[src/rtl/sram_mem_controller_if.sv]
// Pipeline-side request/response signals and SRAM pins of the memory-stage controller.
// The controller takes the slave modport; the pipeline/SRAM environment takes the master modport.
interface sram_mem_controller_if;
  logic        rd_en;
  logic        wr_en;
  logic [31:0] address;
  logic [31:0] write_data;
  logic [31:0] read_data;
  logic        ready;
  logic [17:0] sram_addr;
  logic [15:0] sram_dq_out;
  logic [15:0] sram_dq_in;
  logic        sram_dq_oe;
  logic        sram_we_n;

  modport master (
    output rd_en, wr_en, address, write_data, sram_dq_in,
    input  read_data, ready, sram_addr, sram_dq_out, sram_dq_oe, sram_we_n
  );

  modport slave (
    input  rd_en, wr_en, address, write_data, sram_dq_in,
    output read_data, ready, sram_addr, sram_dq_out, sram_dq_oe, sram_we_n
  );
endinterface

[src/rtl/sram_mem_controller.sv]
// Sequences one 32-bit load/store onto a 16-bit async SRAM as two half-word accesses,
// holding ready low to freeze the pipeline until the access completes.
module sram_mem_controller #(
  parameter int          WAIT_CYCLES = 2,
  parameter logic [31:0] BASE_ADDR   = 32'd1024
) (
  input  logic                 clk,
  input  logic                 rst,
  sram_mem_controller_if.slave bus
);

  localparam int                 CNT_W      = $clog2(WAIT_CYCLES + 1);
  localparam logic [CNT_W-1:0]   CNT_RELOAD = CNT_W'(WAIT_CYCLES - 1);

  typedef enum logic [1:0] {IDLE, LOW, HIGH, DONE} state_t;

  state_t           state_q, state_d;
  logic [CNT_W-1:0] cnt_q, cnt_d;
  logic             is_store_q, is_store_d;
  logic [16:0]      widx_q, widx_d;
  logic [31:0]      wdata_q, wdata_d;
  logic [31:0]      read_data_q, read_data_d;

  logic [31:0] offset;
  logic        unused_offset_bits;
  logic [17:0] sram_addr;
  logic [15:0] sram_dq_out;
  logic        sram_dq_oe;
  logic        sram_we_n;

  // Modulo-2^32 offset from the SRAM base; only the word index bits reach the pins.
  assign offset             = bus.address - BASE_ADDR;
  assign unused_offset_bits = ^{offset[31:19], offset[1:0]};

  always_ff @(posedge clk or posedge rst) begin
    if (rst) begin
      state_q     <= IDLE;
      cnt_q       <= '0;
      is_store_q  <= 1'b0;
      widx_q      <= '0;
      wdata_q     <= '0;
      read_data_q <= '0;
    end else begin
      state_q     <= state_d;
      cnt_q       <= cnt_d;
      is_store_q  <= is_store_d;
      widx_q      <= widx_d;
      wdata_q     <= wdata_d;
      read_data_q <= read_data_d;
    end
  end

  always_comb begin
    state_d     = state_q;
    cnt_d       = cnt_q;
    is_store_d  = is_store_q;
    widx_d      = widx_q;
    wdata_d     = wdata_q;
    read_data_d = read_data_q;
    sram_addr   = '0;
    sram_dq_out = '0;
    sram_dq_oe  = 1'b0;
    sram_we_n   = 1'b1;

    unique case (state_q)
      IDLE: begin
        if (bus.rd_en || bus.wr_en) begin
          // A simultaneous read+write request is treated as a pure store.
          is_store_d = bus.wr_en;
          widx_d     = offset[18:2];
          wdata_d    = bus.write_data;
          cnt_d      = CNT_RELOAD;
          state_d    = LOW;
        end
      end
      LOW: begin
        sram_addr = {widx_q, 1'b0};
        if (is_store_q) begin
          sram_dq_out = wdata_q[15:0];
          sram_dq_oe  = 1'b1;
          sram_we_n   = 1'b0;
        end
        if (cnt_q == '0) begin
          if (!is_store_q) read_data_d[15:0] = bus.sram_dq_in;
          cnt_d   = CNT_RELOAD;
          state_d = HIGH;
        end else begin
          cnt_d = cnt_q - 1'b1;
        end
      end
      HIGH: begin
        sram_addr = {widx_q, 1'b1};
        if (is_store_q) begin
          sram_dq_out = wdata_q[31:16];
          sram_dq_oe  = 1'b1;
          sram_we_n   = 1'b0;
        end
        if (cnt_q == '0) begin
          if (!is_store_q) read_data_d[31:16] = bus.sram_dq_in;
          state_d = DONE;
        end else begin
          cnt_d = cnt_q - 1'b1;
        end
      end
      DONE: state_d = IDLE;
      default: state_d = IDLE;
    endcase
  end

  assign bus.ready       = (state_q == DONE) ||
                           ((state_q == IDLE) && !bus.rd_en && !bus.wr_en);
  assign bus.read_data   = read_data_q;
  assign bus.sram_addr   = sram_addr;
  assign bus.sram_dq_out = sram_dq_out;
  assign bus.sram_dq_oe  = sram_dq_oe;
  assign bus.sram_we_n   = sram_we_n;

endmodule

[src/flat_wrapper.sv]
// flat-port wrapper written by rule: the top's interface ports become plain ports
module sram_mem_controller_flat 
#(
  parameter int          WAIT_CYCLES = 2,
  parameter logic [31:0] BASE_ADDR   = 32'd1024
)
  (clk, rst, bus_rd_en, bus_wr_en, bus_address, bus_write_data, bus_sram_dq_in, bus_read_data, bus_ready, bus_sram_addr, bus_sram_dq_out, bus_sram_dq_oe, bus_sram_we_n);
  sram_mem_controller_if bus_i ();
  input  logic clk;
  input  logic rst;
  input wire logic [$bits(bus_i.rd_en)-1:0] bus_rd_en;
  input wire logic [$bits(bus_i.wr_en)-1:0] bus_wr_en;
  input wire logic [$bits(bus_i.address)-1:0] bus_address;
  input wire logic [$bits(bus_i.write_data)-1:0] bus_write_data;
  input wire logic [$bits(bus_i.sram_dq_in)-1:0] bus_sram_dq_in;
  output wire logic [$bits(bus_i.read_data)-1:0] bus_read_data;
  output wire logic [$bits(bus_i.ready)-1:0] bus_ready;
  output wire logic [$bits(bus_i.sram_addr)-1:0] bus_sram_addr;
  output wire logic [$bits(bus_i.sram_dq_out)-1:0] bus_sram_dq_out;
  output wire logic [$bits(bus_i.sram_dq_oe)-1:0] bus_sram_dq_oe;
  output wire logic [$bits(bus_i.sram_we_n)-1:0] bus_sram_we_n;
  assign bus_i.rd_en = bus_rd_en;
  assign bus_i.wr_en = bus_wr_en;
  assign bus_i.address = bus_address;
  assign bus_i.write_data = bus_write_data;
  assign bus_i.sram_dq_in = bus_sram_dq_in;
  assign bus_read_data = bus_i.read_data;
  assign bus_ready = bus_i.ready;
  assign bus_sram_addr = bus_i.sram_addr;
  assign bus_sram_dq_out = bus_i.sram_dq_out;
  assign bus_sram_dq_oe = bus_i.sram_dq_oe;
  assign bus_sram_we_n = bus_i.sram_we_n;
  sram_mem_controller #(.WAIT_CYCLES(WAIT_CYCLES), .BASE_ADDR(BASE_ADDR)) u_core (.clk(clk), .rst(rst), .bus(bus_i));
endmodule
[config.mk]
export PLATFORM = sky130hd
export DESIGN_NAME = sram_mem_controller_flat
export DESIGN_NICKNAME = d
export VERILOG_FILES = /design/src/rtl/sram_mem_controller_if.sv /design/src/rtl/sram_mem_controller.sv /design/src/flat_wrapper.sv
export SDC_FILE = /design/constraint.sdc
export NUM_CORES = 1
export LEC_CHECK = 0
export CORE_AREA = 3 3 99 101
export CTS_CLUSTER_SIZE = 12
export DETAILED_ROUTE_END_ITERATION = 10
export DIE_AREA = 0 0 102 104
export PLACE_DENSITY = 0.83
export RECOVER_POWER = 50
export SYNTH_ARGS = -nofsm -noshare
export SYNTH_HDL_FRONTEND = slang
export SYNTH_SLANG_ARGS = --single-unit
[constraint.sdc]
create_clock -name clk -period 3.6 [get_ports clk]
set_clock_uncertainty 0.2 [all_clocks]
set_input_delay 0.36 -clock clk [delete_from_list [all_inputs] [get_ports clk]]
set_output_delay 0.36 -clock clk [all_outputs]
set_load 0.01 [all_outputs]
; ---- Word-level counts from Yosys, hierarchy flattened
; Index checks and enable logic that the tools add are counted.
; W data, S select, Z words.
[word_totals]
reg_bits = 86
in_bits = 84
out_inout_bits = 69
word_cells = 47
[op_classes]
n_addsub = 2
n_eq_ne = 7
muxes = 15
n_bitwise = 1
n_reduce_logical = 15
[ops]
columns = cell, count
row1 = $pmux W18 S2, 1
row2 = $mux W16, 2
row3 = $pmux W16 S2, 1
row4 = $sub A19 B11 Y19 const B, 1
row5 = $reduce_and A3 Y1, 4
row6 = $mux W2, 5
row7 = $pmux W2 S4, 1
row8 = $ne A2 B1 Y1 const B, 3
row9 = $pmux W2 S3, 1
row10 = $eq A2 B2 Y1 const B, 2
row11 = $logic_not A2 Y1, 2
row12 = $mux W1, 4
row13 = $reduce_bool A3 Y1, 1
row14 = $eq A2 B1 Y1 const B, 1
row15 = $logic_and A1 B1 Y1, 2
row16 = $logic_not A1 Y1, 2
row17 = $logic_or A1 B1 Y1, 2
row18 = $ne A2 B2 Y1 const B, 1
row19 = $reduce_and A2 Y1, 1
row20 = $reduce_or A2 Y1, 1
row21 = $sub A2 B1 Y2 const B, 1
row22 = $not A1 Y1, 1

; ---- Logic depth before layout (Yosys ltp)
[logic_depth]
ltp_word = 4
depth_mapped = 7
depth_no_buf = 5

; ---- Worst setup path before layout
; No wires, ideal clock.
[synth_path]
path_type = reg-to-output
start = register u_core.state_q[0]
end = output port bus_sram_dq_out[10]
arrival_time_ps = 1624
path_slack_ps = 1416
path_stages_with_launch = 7
path_buffers = 2
cell_sequence = dfrtp_1 -> inv_1 -> ha_1 -> clkbuf_1 -> clkbuf_1 -> a22oi_1 -> nor2_1
[synth_between]
elab_chain_len = 2
word_cells_on_any_way = 3
[synth_rtl]
columns = element, line_no
row1 = from (decl), sram_mem_controller.sv:17  ; state_t state_q, state_d;
row2 = from (signal assigned), sram_mem_controller.sv:44  ; state_q <= state_d;
row3 = $eq A2 B2 Y1 / $eq A2 B1 Y1 (equally long branches), sram_mem_controller.sv:65  ; unique case (state_q)
row4 = $pmux W16 S2 *, sram_mem_controller.sv:65
row5 = to (decl), flat_wrapper.sv:19  ; output wire logic [$bits(bus_i.sram_dq_out)-1:0] bus_sram_dq_out;
; Mark *: on every way between the ends. The rest lies on a longest branch, timed or not.

; ---- Worst setup path in the final report
[layout_path]
start = register u_core.state_q[0]
end = output port bus_sram_dq_out[4]
; Same word-level chain as after synthesis.

==> results_tabular.tex <==
\begin{tabular}{lr}
\hline
Metric & Value \\
\hline
\multicolumn{2}{l}{\textbf{Critical path}} \\
\quad Kind of start point of the critical path & flip-flop \\
\quad Required time of the worst setup path & just over 3 ns \\
\quad Critical Path End Type & primary output \\
\quad Longest individual stage delay on the worst path & 0.57 ns \\
\quad Worst R2R End & u\_core.wdata\_q[3]\$\_DFFE\_PP0P\_ \\
\quad Origin of the critical flop-to-flop path & u\_core.state\_q[0]\$\_DFFE\_PP0P\_ \\
\quad Maximum fanout along the worst path & 18 \\
\quad Depth of the most critical reg-to-reg path & 6 \\
\quad Crit path max-delay cell type & sky130\_fd\_sc\_hd\_\_clkdlybuf4s50\_1 \\
\quad Crit Path Category & flip-flop to primary output \\
\quad Arrival time at the worst endpoint & around 2.5 ns \\
\quad Critical path, cell by cell & inv\_1 > ha\_1 > nand2\_1 > nor2\_1 > clkdlybuf4s50\_1 \\
\quad Internal reg-to-reg setup slack & $\sim$0.86 ns \\
\multicolumn{2}{l}{\textbf{STA}} \\
\quad Unrepaired setup endpoints after global routing & false \\
\quad Final min period & roughly 3 ns \\
\quad Final-layout setup total negative slack & 0 ns \\
\quad Max-slew headroom & -43.2\% \\
\quad Final setup fails & 0 \\
\quad Pins Over Slew Limit & approximately 120 \\
\quad Max Freq & between 300 and 400 MHz \\
\quad Final Hold Vio Count & 0 \\
\quad Transition time of the tightest slew-check pin & 2.13 ns \\
\quad Fin crit share & a little over four fifths \\
\multicolumn{2}{l}{\textbf{Layout}} \\
\quad Number of diodes added for antenna fixing & 0 \\
\quad Area growth from synthesis to layout & 44.2\% \\
\quad Utilization after layout & 60.3\% \\
\quad Most common cell after layout, fill and taps aside & sky130\_fd\_sc\_hd\_\_nand2\_1 \\
\quad Layout Nets & $\sim$610 \\
\quad Share of post-route cells with drive strength above 1 & $\sim$11\% \\
\quad Commonest non-fill, non-tap cells in the layout & sky130\_fd\_sc\_hd\_\_nand2\_1, sky130\_fd\_sc\_hd\_\_clkdlybuf4s50\_1, sky130\_fd\_sc\_hd\_\_dfrtp\_1 \\
\multicolumn{2}{l}{\textbf{Route}} \\
\quad Post-DR vias/cell & approximately 5.0 \\
\quad Vias after detailed routing & $\sim$3200 \\
\quad Starting DRT DRC Count & about 110 \\
\quad Post-detailed-route DRC marker count & 0 \\
\quad Routed length per placed instance & 14.1 um \\
\quad First drt pass iteration count & 4 \\
\quad Total wire length & about 8900 um \\
\quad Antenna Violating Nets Remaining & 0 \\
\multicolumn{2}{l}{\textbf{Logic synthesis}} \\
\quad Average cell area after synthesis & between 9 and 10 um\^{}2 \\
\quad Synth Area in XOR/XNOR & 0.230\% \\
\quad Post-synthesis simple-gate area fraction & around a fifth \\
\quad Synthesized Nets & roughly 470 \\
\quad Synth cell types & 31 \\
\quad Share of the yosys chip area belonging to registers & between 50\% and 60\% \\
\quad Synthesis warning total & 0 \\
\quad Cells after synthesis & $\sim$380 \\
\quad Synth Register Bits & between 80 and 90 \\
\quad Post-synthesis instance area & $\sim$0.0038 mm\^{}2 \\
\quad Synth Area in Compound Gates & under 10\% \\
\quad Adder-cell share of the synthesized area & between 2 and 3\% \\
\quad Combinational family with the most area after synthesis & simple AND/OR/NAND/NOR gates \\
\quad Multiplexer fraction of the synthesized cell area & 10.3\% \\
\multicolumn{2}{l}{\textbf{Power and ir drop}} \\
\quad Static leakage power & 2.47 nW \\
\quad Largest voltage drop on the vdd net & 0.324 mV \\
\quad Total power per unit cell area & $\sim$840 mW/mm\^{}2 \\
\multicolumn{2}{l}{\textbf{Clocking}} \\
\quad Clock tree from TritonCTS & done \\
\quad Total setup buffers inserted after CTS & 0 \\
\quad Number of hold buffers added after cts & 0 \\
\quad CTS sink cnt & 86 \\
\quad Clock Root Buffer & sky130\_fd\_sc\_hd\_\_clkbuf\_8 \\
\quad Clk pin slew, worst setup/hold paths & roughly 0.080 ns \\
\quad Number of clock buffers inserted by TritonCTS & 9 \\
\quad H-Tree Level Count & 3 \\
\quad Resized Gates After CTS & 0 \\
\quad Latest clock arrival within the worst-skew pair & $\sim$0.34 ns \\
\quad Number of buffers on the longest clock path & 2 \\
\multicolumn{2}{l}{\textbf{Placement}} \\
\quad Estimated wirelength of the detail-placed design & about 6400 um \\
\quad Number of buffers inserted by port buffering & 137 \\
\quad Routability congestion estimate from global placement & just under 0.8 \\
\multicolumn{2}{l}{\textbf{Worst hold path}} \\
\quad Classification of the worst-slack hold path & flip-flop to flip-flop \\
\quad Min-Delay Endpoint & u\_core.widx\_q[3]\$\_DFFE\_PP0P\_ \\
\quad Worst hold path startpoint & u\_core.widx\_q[3]\$\_DFFE\_PP0P\_ \\
\quad Number of cells traversed by the worst hold path & 2 \\
\multicolumn{2}{l}{\textbf{GRT}} \\
\quad Number of global-route vias before repair & 3267 \\
\quad Total congestion overflow after global routing & 0 \\
\quad Global-route wire length before repair & between 10000 and 15000 um \\
\quad Initial antenna violation count & 0 \\
\quad All-layer global routing usage & between 10\% and 20\% \\
\quad Pin count of the biggest net entering global routing & between 80 and 90 \\
\multicolumn{2}{l}{\textbf{Die}} \\
\quad Core area & between 0.009 and 0.01 mm\^{}2 \\
\quad Die Ht & about 100 um \\
\quad Top Ports & between 150 and 200 \\
\quad Initial cell density of the core & 41.8\% \\
\quad Width of the die & 102 um \\
\quad Site row count & 35 \\
\quad Die ar. & about 0.011 mm\^{}2 \\
\multicolumn{2}{l}{\textbf{Status}} \\
\quad Status & finished with violations \\
\quad Failing checks & max-capacitance violations, max-slew violations \\
\multicolumn{2}{l}{\textbf{Flow run}} \\
\quad Count of maximum capacitance violations & 2 \\
\hline
\end{tabular}
==> report_power, final <==
group | switching [mW] | total, mW | internal (mW)
combinational | 1.09 | 2.23 | 1.15
clock | 0.338 | 0.700 | 0.362
sequential | 0.239 | 1.69 | 1.45
total | 1.66 | 4.62 | 2.96
==> synth_stat cells (all sizes together) <==
cell type,number,area (um^2)
o21ai,7,35.0
mux2i,2,20.0
a221oi,1,8.76
nor2b,4,25.0
nor2,24,90.1
nand2b,2,12.5
a22oi,16,120
o211ai,1,7.51
a21o,1,7.51
mux2,33,372
and2,18,113
o21a,1,7.51
inv,8,30.0
clkbuf,16,60.1
nand3,1,5.00
dfrtp,86,2150
xnor2,1,8.76
o22a,1,8.76
buf,3,13.8
or4,4,33.8
nand2,131,492
or3,3,20.0
o31ai,2,15.0
a31oi,5,31.3
nor3b,1,7.51
o2bb2ai,1,8.76
or2,1,6.26
ha,8,100
==> worst max-delay path: cells and delay by family (launching register included) <==
kind,cells,cell delay (ns)
simple gates,2,0.69
flops,1,0.38
buf+inv,2,0.67
fa+ha+maj,1,0.38
==> layer usage <==
metal / wire length, um / part of all wire [%] / up-vias / global-route usage (%)
met5: 0 / 0 / - / 0
met4: 229 / 2.6 / 0 / 7.40
met3: 401 / 4.5 / 17 / 2.88
met2: 4430 / 50 / 98 / 29.3
met1: 3830 / 43 / 1517 / 21.8
li1: - / - / 1520 / -
==> through the flow <==
step                      power (mW)  setup WS, ns  hold WS, ns  instances  area [um^2]
after floorplan                 2.94         0.818        0.237        382         3810
after global placement          3.96          1.04        0.253        616         5300
after detailed placement        4.05         0.941        0.258        616         5300
after CTS                       4.77         0.562        0.280        632         5510
after global routing            5.00         0.348        0.305        632         5490
final                           4.62         0.568        0.276        632         5490
==> sequential cells by signal, indices dropped and copies added (netlist names) <==
signal,flops
u_core.wdata_q,32
u_core.widx_q,17
u_core.cnt_q,2
u_core.bus.read_data,32
u_core.state_q,2
u_core.is_store_q,1
==> cells by family after synthesis <==
family                   count (synthesis)
adder cells (fa/ha/maj)                  8
AO/OA/AOI/OAI                           36
AND/OR/NAND/NOR                        189
flip-flops                              86
buffers and inverters                   27
XOR/XNOR                                 1
multiplexers                            35
==> cell type report <==
cell class	count	area (um^2)
sequential	86	2150
inverter	8	31.3
fill	799	3610
multi-input combinational	269	1560
clock buffer	12	155
clock inverter	4	53.8
timing repair buffer	142	1410
tap	111	139
==> worst max path at each step <==
stage                                        from                             endpoint  depth (start not counted)
global placement    u_core.state_q[0]$_DFFE_PP0P_                  bus_sram_dq_out[11]                          5
detailed placement  u_core.state_q[0]$_DFFE_PP0P_                   bus_sram_dq_out[4]                          5
CTS                 u_core.state_q[0]$_DFFE_PP0P_                   bus_sram_dq_out[4]                          5
finish              u_core.state_q[0]$_DFFE_PP0P_                   bus_sram_dq_out[4]                          5
global route                            bus_wr_en        u_core.wdata_q[2]$_DFFE_PP0P_                          5
floorplan                                     rst  u_core.bus.read_data[0]$_DFFE_PP0P_                          1
Power figures use the tool's default switching activity.
